`src/rtl/rom_port_arbiter.sv`:
```
// Arbitrates the single instruction-ROM read port between instruction fetch (IF)
// and load (LS) requesters; LS wins contention, with a starvation guard for IF.
module rom_port_arbiter #(
   parameter int ADDR_W     = 32,
   parameter int DATA_W     = 32,
   parameter int STARVE_MAX = 4
) (
   input  logic              clk,
   input  logic              rst,
   input  logic              if_req,
   input  logic [ADDR_W-1:0] if_addr,
   output logic              if_gnt,
   output logic [DATA_W-1:0] if_rdata,
   output logic              if_rvalid,
   input  logic              ls_req,
   input  logic [ADDR_W-1:0] ls_addr,
   output logic              ls_gnt,
   output logic [DATA_W-1:0] ls_rdata,
   output logic              ls_rvalid,
   output logic              stallreq_if,
   output logic              stallreq_ls,
   output logic              rom_ce,
   output logic [ADDR_W-1:0] rom_addr,
   input  logic [DATA_W-1:0] rom_inst
);

   localparam logic [3:0] STARVE_LIM = 4'(STARVE_MAX);

   // Counts consecutive contended LS wins; reaching the limit lets IF through.
   logic [3:0] starve_cnt;

   // Grant decision: LS has priority unless IF has been starved long enough.
   always_comb begin
      if_gnt = 1'b0;
      ls_gnt = 1'b0;
      if (!rst) begin
         if (if_req && ls_req) begin
            if (starve_cnt == STARVE_LIM)
               if_gnt = 1'b1;
            else
               ls_gnt = 1'b1;
         end else if (if_req) begin
            if_gnt = 1'b1;
         end else if (ls_req) begin
            ls_gnt = 1'b1;
         end
      end
   end

   assign rom_ce      = if_gnt | ls_gnt;
   assign rom_addr    = if_gnt ? if_addr : (ls_gnt ? ls_addr : '0);
   assign stallreq_if = if_req & ~if_gnt;
   assign stallreq_ls = ls_req & ~ls_gnt;

   // Capture the ROM word for whichever side owned the port this cycle.
   always_ff @(posedge clk) begin
      if (rst) begin
         if_rdata   <= '0;
         ls_rdata   <= '0;
         if_rvalid  <= 1'b0;
         ls_rvalid  <= 1'b0;
         starve_cnt <= '0;
      end else begin
         if_rvalid <= if_gnt;
         ls_rvalid <= ls_gnt;
         if (if_gnt)
            if_rdata <= rom_inst;
         if (ls_gnt)
            ls_rdata <= rom_inst;
         // An IF grant or an idle IF side wipes out any accumulated starvation.
         if (if_gnt || !if_req)
            starve_cnt <= '0;
         else if (ls_gnt && starve_cnt != STARVE_LIM)
            starve_cnt <= starve_cnt + 4'd1;
      end
   end

endmodule

```
`config.mk`:
```
export PLATFORM = sky130hd
export DESIGN_NAME = rom_port_arbiter
export DESIGN_NICKNAME = d
export VERILOG_FILES = /design/src/rtl/rom_port_arbiter.sv
export SDC_FILE = /design/constraint.sdc
export NUM_CORES = 1
export LEC_CHECK = 0
export ABC_AREA = 1
export CAP_MARGIN = 20
export CORE_MARGIN = 3
export CORE_UTILIZATION = 41
export CTS_BUF_LIST = sky130_fd_sc_hd__clkbuf_4
export DETAILED_ROUTE_END_ITERATION = 10
export PLACE_DENSITY_LB_ADDON = 0.3
export SYNTH_ARGS = -nofsm -noshare
export SYNTH_HDL_FRONTEND = slang
export SYNTH_SLANG_ARGS = --single-unit
```
`constraint.sdc`:
```
create_clock -name clk -period 3.15 [get_ports clk]
set_input_delay 0.315 -clock clk [delete_from_list [all_inputs] [get_ports clk]]
set_output_delay 0.315 -clock clk [all_outputs]
set_load 0.05 [all_outputs]
```
# After elaboration in Yosys (flattened, before gate mapping)
# Index checks and enable logic that the tools add are counted.
word_totals:
  ff_bits: 70
  rom_bits: 0
  mem_bits_rw: 0
  n_memories: 0
  latchBits: 0
  out_inout_bits: 103
  inputBits: 100
classes:
  n_mux: 11
  magnitude_cmp: 0
  eq_ne: 2
  n_div: 0
  bitwise: 5
  n_mul: 0
  add_sub_neg: 1
  n_shift: 0
  n_reduce_logical: 5
op_table:
  columns: ["operator", "count"]
  rows:
  - ["32-bit 2-to-1 mux", 2]
  - ["1-bit 2-to-1 mux", 9]
  - ["4-bit by 1-bit adder with 4-bit output (second input constant)", 1]
  - ["4-bit by 3-bit == test with 1-bit output (second input constant)", 1]
  - ["4-bit by 3-bit != test with 1-bit output (second input constant)", 1]
  - ["1-bit AND", 2]
  - ["1-bit logical AND", 2]
  - ["1-bit inverter", 2]
  - ["2-bit OR reduction", 1]
  - ["1-bit logical NOT", 1]
  - ["1-bit logical OR", 1]
  - ["1-bit bitwise OR", 1]

# Logic depth before layout (Yosys ltp)
# Gate-level depths: netlist of run 1.
depth:
  word_depth: 6
  ltp_mapped: 10

# Least setup slack after synthesis of run 1
# Ideal clock, no wire load.
synth_timing:
  path_type: "register -> output"
  startpoint: "register starve_cnt[0]"
  endpoint: "output port stallreq_if"
  path_stages_with_launch: 10
  n_path_buf: 2
  path_slack_ns: 0.982
  t_arrival_ns: 1.853
  path_cell_list: "dfxtp_1 > inv_1 > ha_1 > nand3_1 > nand2_2 > nand2_2 > inv_2 > buf_6 > buf_6 > nor2_1"
synth_between:
  elab_chain_cells: 6
synth_lines:
  columns: ["item", "line", "text"]
  rows:
  - ["start: declaration", "30", "logic [3:0] starve_cnt;"]
  - ["start signal: assignment", "74", "starve_cnt <= starve_cnt + 4'd1;"]
  - ["4-bit by 3-bit == test with 1-bit output", "38", "if (starve_cnt == STARVE_LIM)"]
  - ["1-bit 2-to-1 mux", "38", null]
  - ["1-bit 2-to-1 mux", "37", "if (if_req && ls_req) begin"]
  - ["1-bit 2-to-1 mux", "36", "if (!rst) begin"]
  - ["net if_gnt", "12", "output logic if_gnt,"]
  - ["1-bit inverter", "52", "assign stallreq_if = if_req & ~if_gnt;"]
  - ["1-bit AND", "52", null]
  - ["end: declaration", "20", "output logic stallreq_if,"]
# The timed path passes the listed nets, and every way through them passes these cells.

# Worst setup path after layout of run 1
layout_timing:
  startpoint: "register starve_cnt[0]"
  endpoint: "output port rom_addr[3]"
layout_between:
  elab_chain_cells: 6
  elab_cells_between_ends: 9
  cone_classes: "eq/ne: 1; mux: 8"
layout_lines:
  columns: ["item", "line", "text"]
  rows:
  - ["4-bit by 3-bit == test with 1-bit output *", "38", null]
  - ["1-bit 2-to-1 mux", "38", null]
  - ["1-bit 2-to-1 mux", "37", null]
  - ["1-bit 2-to-1 mux", "36", null]
  - ["32-bit 2-to-1 mux", "51", "assign rom_addr = if_gnt ? if_addr : (ls_gnt ? ls_addr : '0);"]
  - ["32-bit 2-to-1 mux *", "51", null]
  - ["end: declaration", "23", "output logic [ADDR_W-1:0] rom_addr,"]
# Mark *: on every way between the ends. The rest lies on a longest branch, timed or not.

==> results by group, run 1 <==
Synthesis
  • Syn Area/Cell: 6.48 um^2
  • Seq cells post-synth: 70
  • Register area share after synthesis: 43.7%
  • Mapped Cells: 495
  • Mapped cell area: 3210 um^2
  • Synthesis Warnings: 0
  • Distinct cell type count after synthesis: 15
  • Syn nets: 597

Timing
  • RSZ-0062 raised after global routing: no
  • Final Hold Fails: 0
  • WHS: 0.469 ns
  • FMAX: 0.380 GHz
  • Final Skew: 0.00928 ns
  • Final Max Tran Viols: 0
  • Minimum clock period: 2.63 ns
  • Crit share post-route: 83.4%
  • Setup tns final: 0 ns
  • Actual slew at the worst max-slew pin: 0.711 ns
  • Final WS setup: 0.522 ns
  • Max-slew headroom: 52.6%
  • Final setup viols: 0

Placed design
  • Placed cell areas: 5540 um^2
  • Post-DP HPWL: 8370 um
  • DP Worst Slack: 0.701 ns
  • Port Buffers: 202
  • Post-Place Cells: 767
  • Global placer's final weighted congestion: 0.870

Clock tree
  • Hold_buf cts: 0
  • H-tree levels: 3
  • Post-CTS sizing: 0
  • Clock Tree Buf Depth: 2
  • Clk_lat worst skew: 0.41 ns
  • Clk sinks: 70
  • Root Buffer: clkbuf_4
  • CTS tree: done
  • Clk slew on worst S/H paths: 0.11 ns
  • Num CTS Buffers: 9
  • Setup bufs post-CTS: 0

Route
  • Via count: 3,753
  • Average routed wire per standard cell: 14.0 um
  • Post-Route WL: 10,900 um
  • Vias per Instance: 4.79
  • Drt first pass iters: 9
  • Drt drc: 0
  • Drt initial violations: 116
  • ANT nets after route: 0

Global route
  • Total GRT Usage: 24.0%
  • Vias in the first global route: 3,589
  • Congestion Overflow GR: 0
  • First-pass GRT wire length: 16,700 um
  • Initial antenna violation count: 0
  • Largest net degree at the start of global routing: 65

Cells and area
  • Fill cells: 587
  • Area growth, synth to finish: 77.4%
  • Ant. Diodes: 0
  • Post-Layout Cell Count: 783
  • Fraction of layout cells with a size suffix above 1: 9.21%
  • Fin area: 5690 um^2
  • Fin nets: 781
  • Most frequent cells in the layout: 199 x nand2_1, 165 x clkdlybuf4s50_1, 70 x dfxtp_1
  • Most common cell after layout, fill and taps aside: nand2_1

Critical path
  • RR Startpoint: starve_cnt[0]
  • CP Launch Point: starve_cnt[0]
  • Worst Path Required: 2.83 ns
  • Critical path endpoint category: output port
  • Worst Setup Start Kind: flip-flop
  • Critical-path maximum fanout: 41
  • Worst setup path class: reg2out
  • Critical Path AT: 2.31 ns

Die
  • Die Ht: 94.5 um
  • Row cnt: 31
  • DIE AREA: 8930 um^2
  • Starting Density: 43.3%
  • # IOs: 203
  • Core ar.: 7410 um^2
  • Horiz. Die Dim: 94.5 um

Min path
  • Hold path startpoint: rom_inst[4]
  • Type of the worst min-delay path: in2reg

Status
  • Outcome: finished clean

Power and ir drop
  • Pwr/cell area: 420 nW/um^2
  • Max IR drop VDD: 0.000224 V
  • Leakage power: 2.68 nW

Flow run
  • Number of max-cap violations: 0
==> power breakdown <==
part | switching (mW) | internal [mW] | total (mW)
clock network | 0.299 | 0.335 | 0.634
registers | 0.0270 | 0.936 | 0.963
logic | 0.457 | 0.339 | 0.797
==> cell type report <==
cell class,count,area (um^2),area share [%]
Sequential cell,70,1400,24.6
Clock inverter,5,73.8,1.30
Timing Repair Buffer,207,2390,42.0
Clock buffer,11,82.6,1.45
Multi-Input combinational cell,345,1450,25.4
Tap cell,99,124,2.18
Inverter,46,173,3.03
==> routing by layer <==
layer	global-route usage, %	wire length (um)
met1	24.5	3920
met2	44.7	5700
met3	8.61	988
met4	9.13	335
met5	0	0
==> state kept, by name, indices dropped and copies added, names as in the netlist <==
signal / cells
if_rdata: 32
if_rvalid: 1
ls_rdata: 32
ls_rvalid: 1
starve_cnt: 4
==> kinds of logic after synthesis <==
group           share of synthesized area [%]
flops                                    43.7
fa+ha+maj                               0.780
buf+inv                                  11.2
xor+xnor                                0.273
compound gates                           4.99
simple gates                             39.1
==> final timing paths <==
check,slack (ns),depth (start not counted),to
hold / removal,0.47,3,if_rdata[4]
hold reg to reg,0.47,2,if_rdata[5]
setup reg to reg,1.10,9,if_rdata[19]
setup / recovery,0.52,9,rom_addr[3]
==> through the flow <==
step / power, mW / util, %
after floorplan: 1.40 / -
after global placement: 1.77 / 74.8
after detailed placement: 1.78 / 74.8
after CTS: 2.41 / 76.9
after global routing: 2.49 / 76.9
final: 2.39 / 76.9
==> worst max-delay path, stage by stage (launching register included) <==
cell	delay, ns
dfxtp_1	0.35
inv_1	0.06
ha_1	0.19
nand3_1	0.10
nand2_2	0.08
nand2_2	0.05
inv_2	0.52
nand2_1	0.21
nand2_1	0.16
buf_12	0.14
==> synth_stat cells <==
cell      number  area (um^2)
buf_1          3         11.3
nor2_1        42          158
nand3_1       66          330
nand2_2        2         12.5
inv_1         44          165
clkbuf_1       8         30.0
nand4_1        1         6.26
buf_2         18         90.1
dfxtp_1       70         1400
nand2_1      199          747
buf_6          5         56.3
ha_1           2         25.0
inv_2          2         7.51
xnor2_1        1         8.76
a21oi_1       32          160
Note: power is estimated with default switching activity, not from simulation.
==> run 2: changes to the inputs <==
CORE_UTILIZATION = 34   (was 41)
clock period = 2.2 ns   (was 3.15 ns; I/O delays follow)
==> results by group, run 2 (synthesized netlist as in run 1, its figures left out) <==
Route
  • Drt drc: 0
  • ANT nets after route: 0
  • Drt initial violations: 149
  • Drt first pass iters: 4
  • Post-Route WL: 11,500 um
  • Via count: 3,751
  • Average routed wire per standard cell: 14.3 um
  • Vias per Instance: 4.68

Critical path
  • Worst Path Required: 1.98 ns
  • Worst Setup Start Kind: flip-flop
  • Worst stage delay on the critical path: 0.36 ns
  • CP max stage cell: dfxtp_2
  • Worst setup path class: reg2out
  • RR Startpoint: starve_cnt[0]
  • Critical-path maximum fanout: 22
  • Critical path endpoint category: output port
  • Worst Path Buf+Inv: 4
  • Cell breakdown of the critical path: inv_1, ha_1, nand3_1, nand2_2, nand2_4, clkinv_4, buf_12, nand2_1, nand2_1, buf_12
  • Critical Path AT: 1.88 ns
  • Family with the most delay on the worst path: buffers and inverters
  • CP Launch Point: starve_cnt[0]

Global route
  • Largest net degree at the start of global routing: 65
  • Total GRT Usage: 20.9%
  • Initial antenna violation count: 0
  • First-pass GRT wire length: 17,300 um
  • Congestion Overflow GR: 0
  • Vias in the first global route: 3,653

Placed design
  • Port Buffers: 202
  • Global placer's final weighted congestion: 1.01
  • Post-DP HPWL: 8640 um
  • Placed cell areas: 5610 um^2

Die
  • Die Ht: 103 um
  • Horiz. Die Dim: 103 um
  • # IOs: 203
  • Core ar.: 8930 um^2
  • Starting Density: 35.9%
  • Row cnt: 34
  • DIE AREA: 10,600 um^2

Clock tree
  • Clk sinks: 70
  • Clock Tree Buf Depth: 2
  • CTS tree: done
  • Clk_lat worst skew: 0.42 ns
  • Hold_buf cts: 0
  • H-tree levels: 3
  • Clk slew on worst S/H paths: 0.12 ns
  • Root Buffer: clkbuf_4
  • Num CTS Buffers: 9

Cells and area
  • Post-Route Utilization: 65.5%
  • Fin nets: 791
  • Fraction of layout cells with a size suffix above 1: 11.8%
  • Fin area: 5850 um^2
  • Most common cell after layout, fill and taps aside: nand2_1
  • Fill cells: 749
  • Ant. Diodes: 0
  • Top Registers: if_rdata (32), ls_rdata (32), starve_cnt (4)
  • Reg area: 1400 um^2
  • Most frequent cells in the layout: 192 x nand2_1, 165 x clkdlybuf4s50_1, 68 x dfxtp_1
  • Area growth, synth to finish: 82.3%
  • Multi-input logic area: 1470 um^2

Timing
  • Final Max Tran Viols: 0
  • Crit share post-route: 95.4%
  • Final Skew: 0.00749 ns
  • Setup tns final: 0 ns
  • Final Hold Fails: 0
  • Minimum clock period: 2.10 ns
  • Max-slew headroom: 56.2%
  • WHS: 0.363 ns
  • Final setup viols: 0
  • Actual slew at the worst max-slew pin: 0.657 ns
  • FMAX: 0.476 GHz

Power and ir drop
  • Leakage power: 2.73 nW
  • Comb power frac: 34.7%
  • Final total power: 3.38 mW
  • Flop pwr share: 40.8%
  • Max IR drop VDD: 0.000294 V
  • Sw frac: 35.0%
  • Internal: 2.20 mW
  • Switching pwr: 1.18 mW
  • Pwr/cell area: 578 nW/um^2
  • Clock share of power: 24.5%

Flow run
  • Number of max-cap violations: 0

Status
  • Outcome: finished clean

Min path
  • Type of the worst min-delay path: in2reg
  • Hold path startpoint: rom_inst[28]
run 2: layer usage:
| layer | wire length [um] | vias up | global-route usage (%) |
|---|---|---|---|
| li1 | - | 1915 | - |
| met5 | 0 | - | 0 |
| met3 | 1040 | 21 | 7.85 |
| met4 | 314 | 0 | 8.67 |
| met2 | 5830 | 159 | 36.7 |
| met1 | 4290 | 1656 | 22.4 |
run 2: worst paths after layout:
kind / end / slack (ns) / cells past startpoint
max: rom_addr[7] / 0.10 / 10
min: if_rdata[28] / 0.36 / 3
max reg2reg: ls_rdata[30] / 0.52 / 7
min reg2reg: starve_cnt[0] / 0.43 / 1
run 2: worst reg2reg max path: stages, from the launching register on:
cell     delay, ns
dfxtp_2       0.36
inv_1         0.05
ha_1          0.22
nand4_1       0.12
buf_4         0.53
nand3_1       0.16
nand2_1       0.10
nor2_1        0.05
run 2: stage by stage:
stage | setup slack, ns | cells
2_1_floorplan | 0.127 | 495
3_3_place_gp | 0.289 | 779
3_5_place_dp | 0.220 | 779
4_1_cts | 0.0205 | 795
5_1_grt | -0.0264 | 802
6_report | 0.101 | 802
run 2: power groups by stage:
stage | Clock [mW] | Sequential [mW] | Combinational [mW]
floorplan | 0 | 1.65 | 0.351
global placement | 0 | 1.40 | 1.15
detailed placement | 0 | 1.41 | 1.16
CTS | 0.857 | 1.38 | 1.17
global route | 0.910 | 1.39 | 1.24
finish | 0.827 | 1.38 | 1.17
run 2: final cells by class:
class | instances | share of cell area (%)
clock inverters | 7 | 1.26
flip-flops and latches | 70 | 24.0
clock buffers | 9 | 1.15
repair buffers | 217 | 43.1
inverters | 46 | 3.04
well taps | 108 | 2.31
multi-input cells | 345 | 25.1
run 2: timing repair:
action	in CTS	in global routing
gates cloned	0	1
setup endpoints to repair	20	32
resized for setup	3	10
setup buffers	0	6
==> run 3: changes to the inputs <==
CORE_UTILIZATION = 33   (was 34)
CTS_BUF_LIST = sky130_fd_sc_hd__clkbuf_16   (was sky130_fd_sc_hd__clkbuf_4)
PLACE_DENSITY = 0.83   (was not set)
PLACE_DENSITY_LB_ADDON = not set   (was 0.3)
==> results by group, run 3 (synthesized netlist as in run 1, its figures left out) <==
Global route
  • Largest net degree at the start of global routing: 67
  • GRT met1 Usage: 18.8%
  • Initial antenna violation count: 0
  • Vias in the first global route: 3,562
  • Congestion Overflow GR: 0
  • Total GRT Usage: 18.9%
  • GR Util met2: 37.0%
  • Met3 Usage GRT: 5.37%
  • Gr busiest metal: met2
  • First-pass GRT wire length: 16,900 um

Clock tree
  • Clock Tree Buf Depth: 2
  • H-tree levels: 3
  • Hold_buf cts: 0
  • Clk_lat worst skew: 0.32 ns
  • Post-CTS sizing: 0
  • Num CTS Buffers: 9
  • Root Buffer: clkbuf_16
  • Clk sinks: 70
  • CTS tree: done
  • Clk slew on worst S/H paths: 0.05 ns
  • Setup bufs post-CTS: 0

Die
  • # IOs: 203
  • Core ar.: 9330 um^2
  • Starting Density: 34.4%
  • Row cnt: 35
  • DIE AREA: 10,900 um^2
  • Horiz. Die Dim: 105 um
  • Die Ht: 105 um

Timing
  • Final Max Tran Viols: 0
  • Setup tns final: 0 ns
  • Final Hold Fails: 0
  • RSZ-0062 raised after global routing: no
  • Final Skew: 0.00360 ns
  • Actual slew at the worst max-slew pin: 0.659 ns
  • Final setup viols: 0
  • FMAX: 0.487 GHz
  • Max-slew headroom: 56.1%
  • Minimum clock period: 2.05 ns
  • Crit share post-route: 93.4%

Route
  • Via count: 3,741
  • Drt first pass iters: 4
  • Average routed wire per standard cell: 13.2 um
  • ANT nets after route: 0
  • Drt drc: 0
  • Drt initial violations: 177
  • Post-Route WL: 10,700 um
  • Vias per Instance: 4.60

Power and ir drop
  • Pwr/cell area: 689 nW/um^2
  • Leakage power: 2.78 nW
  • Max IR drop VDD: 0.000308 V

Critical path
  • Worst Setup Start Kind: flip-flop
  • Cell mode on critical path: nand2_1
  • Critical path endpoint category: output port
  • Critical-path maximum fanout: 34
  • Worst setup path class: reg2out
  • CP max stage cell: dfxtp_1
  • Critical Path AT: 1.83 ns
  • Worst stage delay on the critical path: 0.38 ns
  • Family with the most delay on the worst path: buffers and inverters
  • Worst Path Buf+Inv: 4
  • Cell breakdown of the critical path: inv_1, ha_1, nand4_1, nand2_1, inv_2, buf_12, nand2_1, nand2_1, buf_12
  • R2R Setup Slk: 0.45 ns
  • Worst Path Required: 1.98 ns

Placed design
  • Global placer's final weighted congestion: 0.881
  • Port Buffers: 202
  • Post-Place Cells: 798
  • Post-DP HPWL: 8140 um

Min path
  • Type of the worst min-delay path: reg2reg

Flow run
  • Number of max-cap violations: 0

Cells and area
  • Ant. Diodes: 0
  • Post-Layout Cell Count: 814
  • Most frequent cells in the layout: 199 x nand2_1, 165 x clkdlybuf4s50_1, 70 x dfxtp_1
  • Fraction of layout cells with a size suffix above 1: 9.05%
  • Area growth, synth to finish: 86.1%
  • Most common cell after layout, fill and taps aside: nand2_1
  • Fin nets: 783
  • Top Registers: if_rdata (32), ls_rdata (32), starve_cnt (4)

Status
  • Outcome: finished clean
[run 3: changes by cell type in the layout (fill, tap and decap cells not counted), sizes merged]
cell and change:
clkinvlp -3, buf -8, bufinv +2
[run 3: report_power, final]
| group | internal (mW) | leakage, nW | switching [mW] |
|---|---|---|---|
| clock | 1.09 | 0.158 | 0.490 |
| sequential | 1.34 | 0.575 | 0.0402 |
| combinational | 0.498 | 2.04 | 0.656 |
[run 3: routing by layer]
layer | vias to the layer above | share of wire [%]
li1 | 1890 | -
met1 | 1680 | 37
met2 | 159 | 54
met3 | 12 | 7.9
met4 | 0 | 1.6
met5 | - | 0
[run 3: worst register-to-register path: stages (launching register included)]
cell     delay, ns
dfxtp_1       0.38
inv_1         0.06
ha_1          0.22
nand4_1       0.12
buf_4         0.50
nand3_1       0.21
nand2_1       0.10
nor2_1        0.05
[run 3: path summary, 6_finish.rpt]
kind,cells past startpoint,from,end
max reg2reg,7,starve_cnt[0],ls_rdata[8]
max,9,starve_cnt[0],rom_addr[1]
min reg2reg,2,if_rdata[13],if_rdata[13]
min,2,if_rdata[13],if_rdata[13]
[run 3: metrics by stage]
step	hold WS [ns]	util, %	setup WS [ns]	total power, mW	instance area, um^2
2_1_floorplan	0.331	-	0.127	2.00	3210
3_3_place_gp	0.440	60.3	0.311	2.55	5620
3_5_place_dp	0.455	60.3	0.250	2.57	5620
4_1_cts	0.464	63.8	0.0724	4.15	5950
5_1_grt	0.481	64.0	0.0229	4.26	5970
6_report	0.466	64.0	0.146	4.12	5970
[run 3: layout make-up]
class | instances | area, um^2
inverters | 46 | 173
clock buffers | 9 | 225
flip-flops and latches | 70 | 1400
repair buffers | 209 | 2460
multi-input cells | 345 | 1450
fillers | 773 | 3360
well taps | 129 | 161
clock inverters | 6 | 101
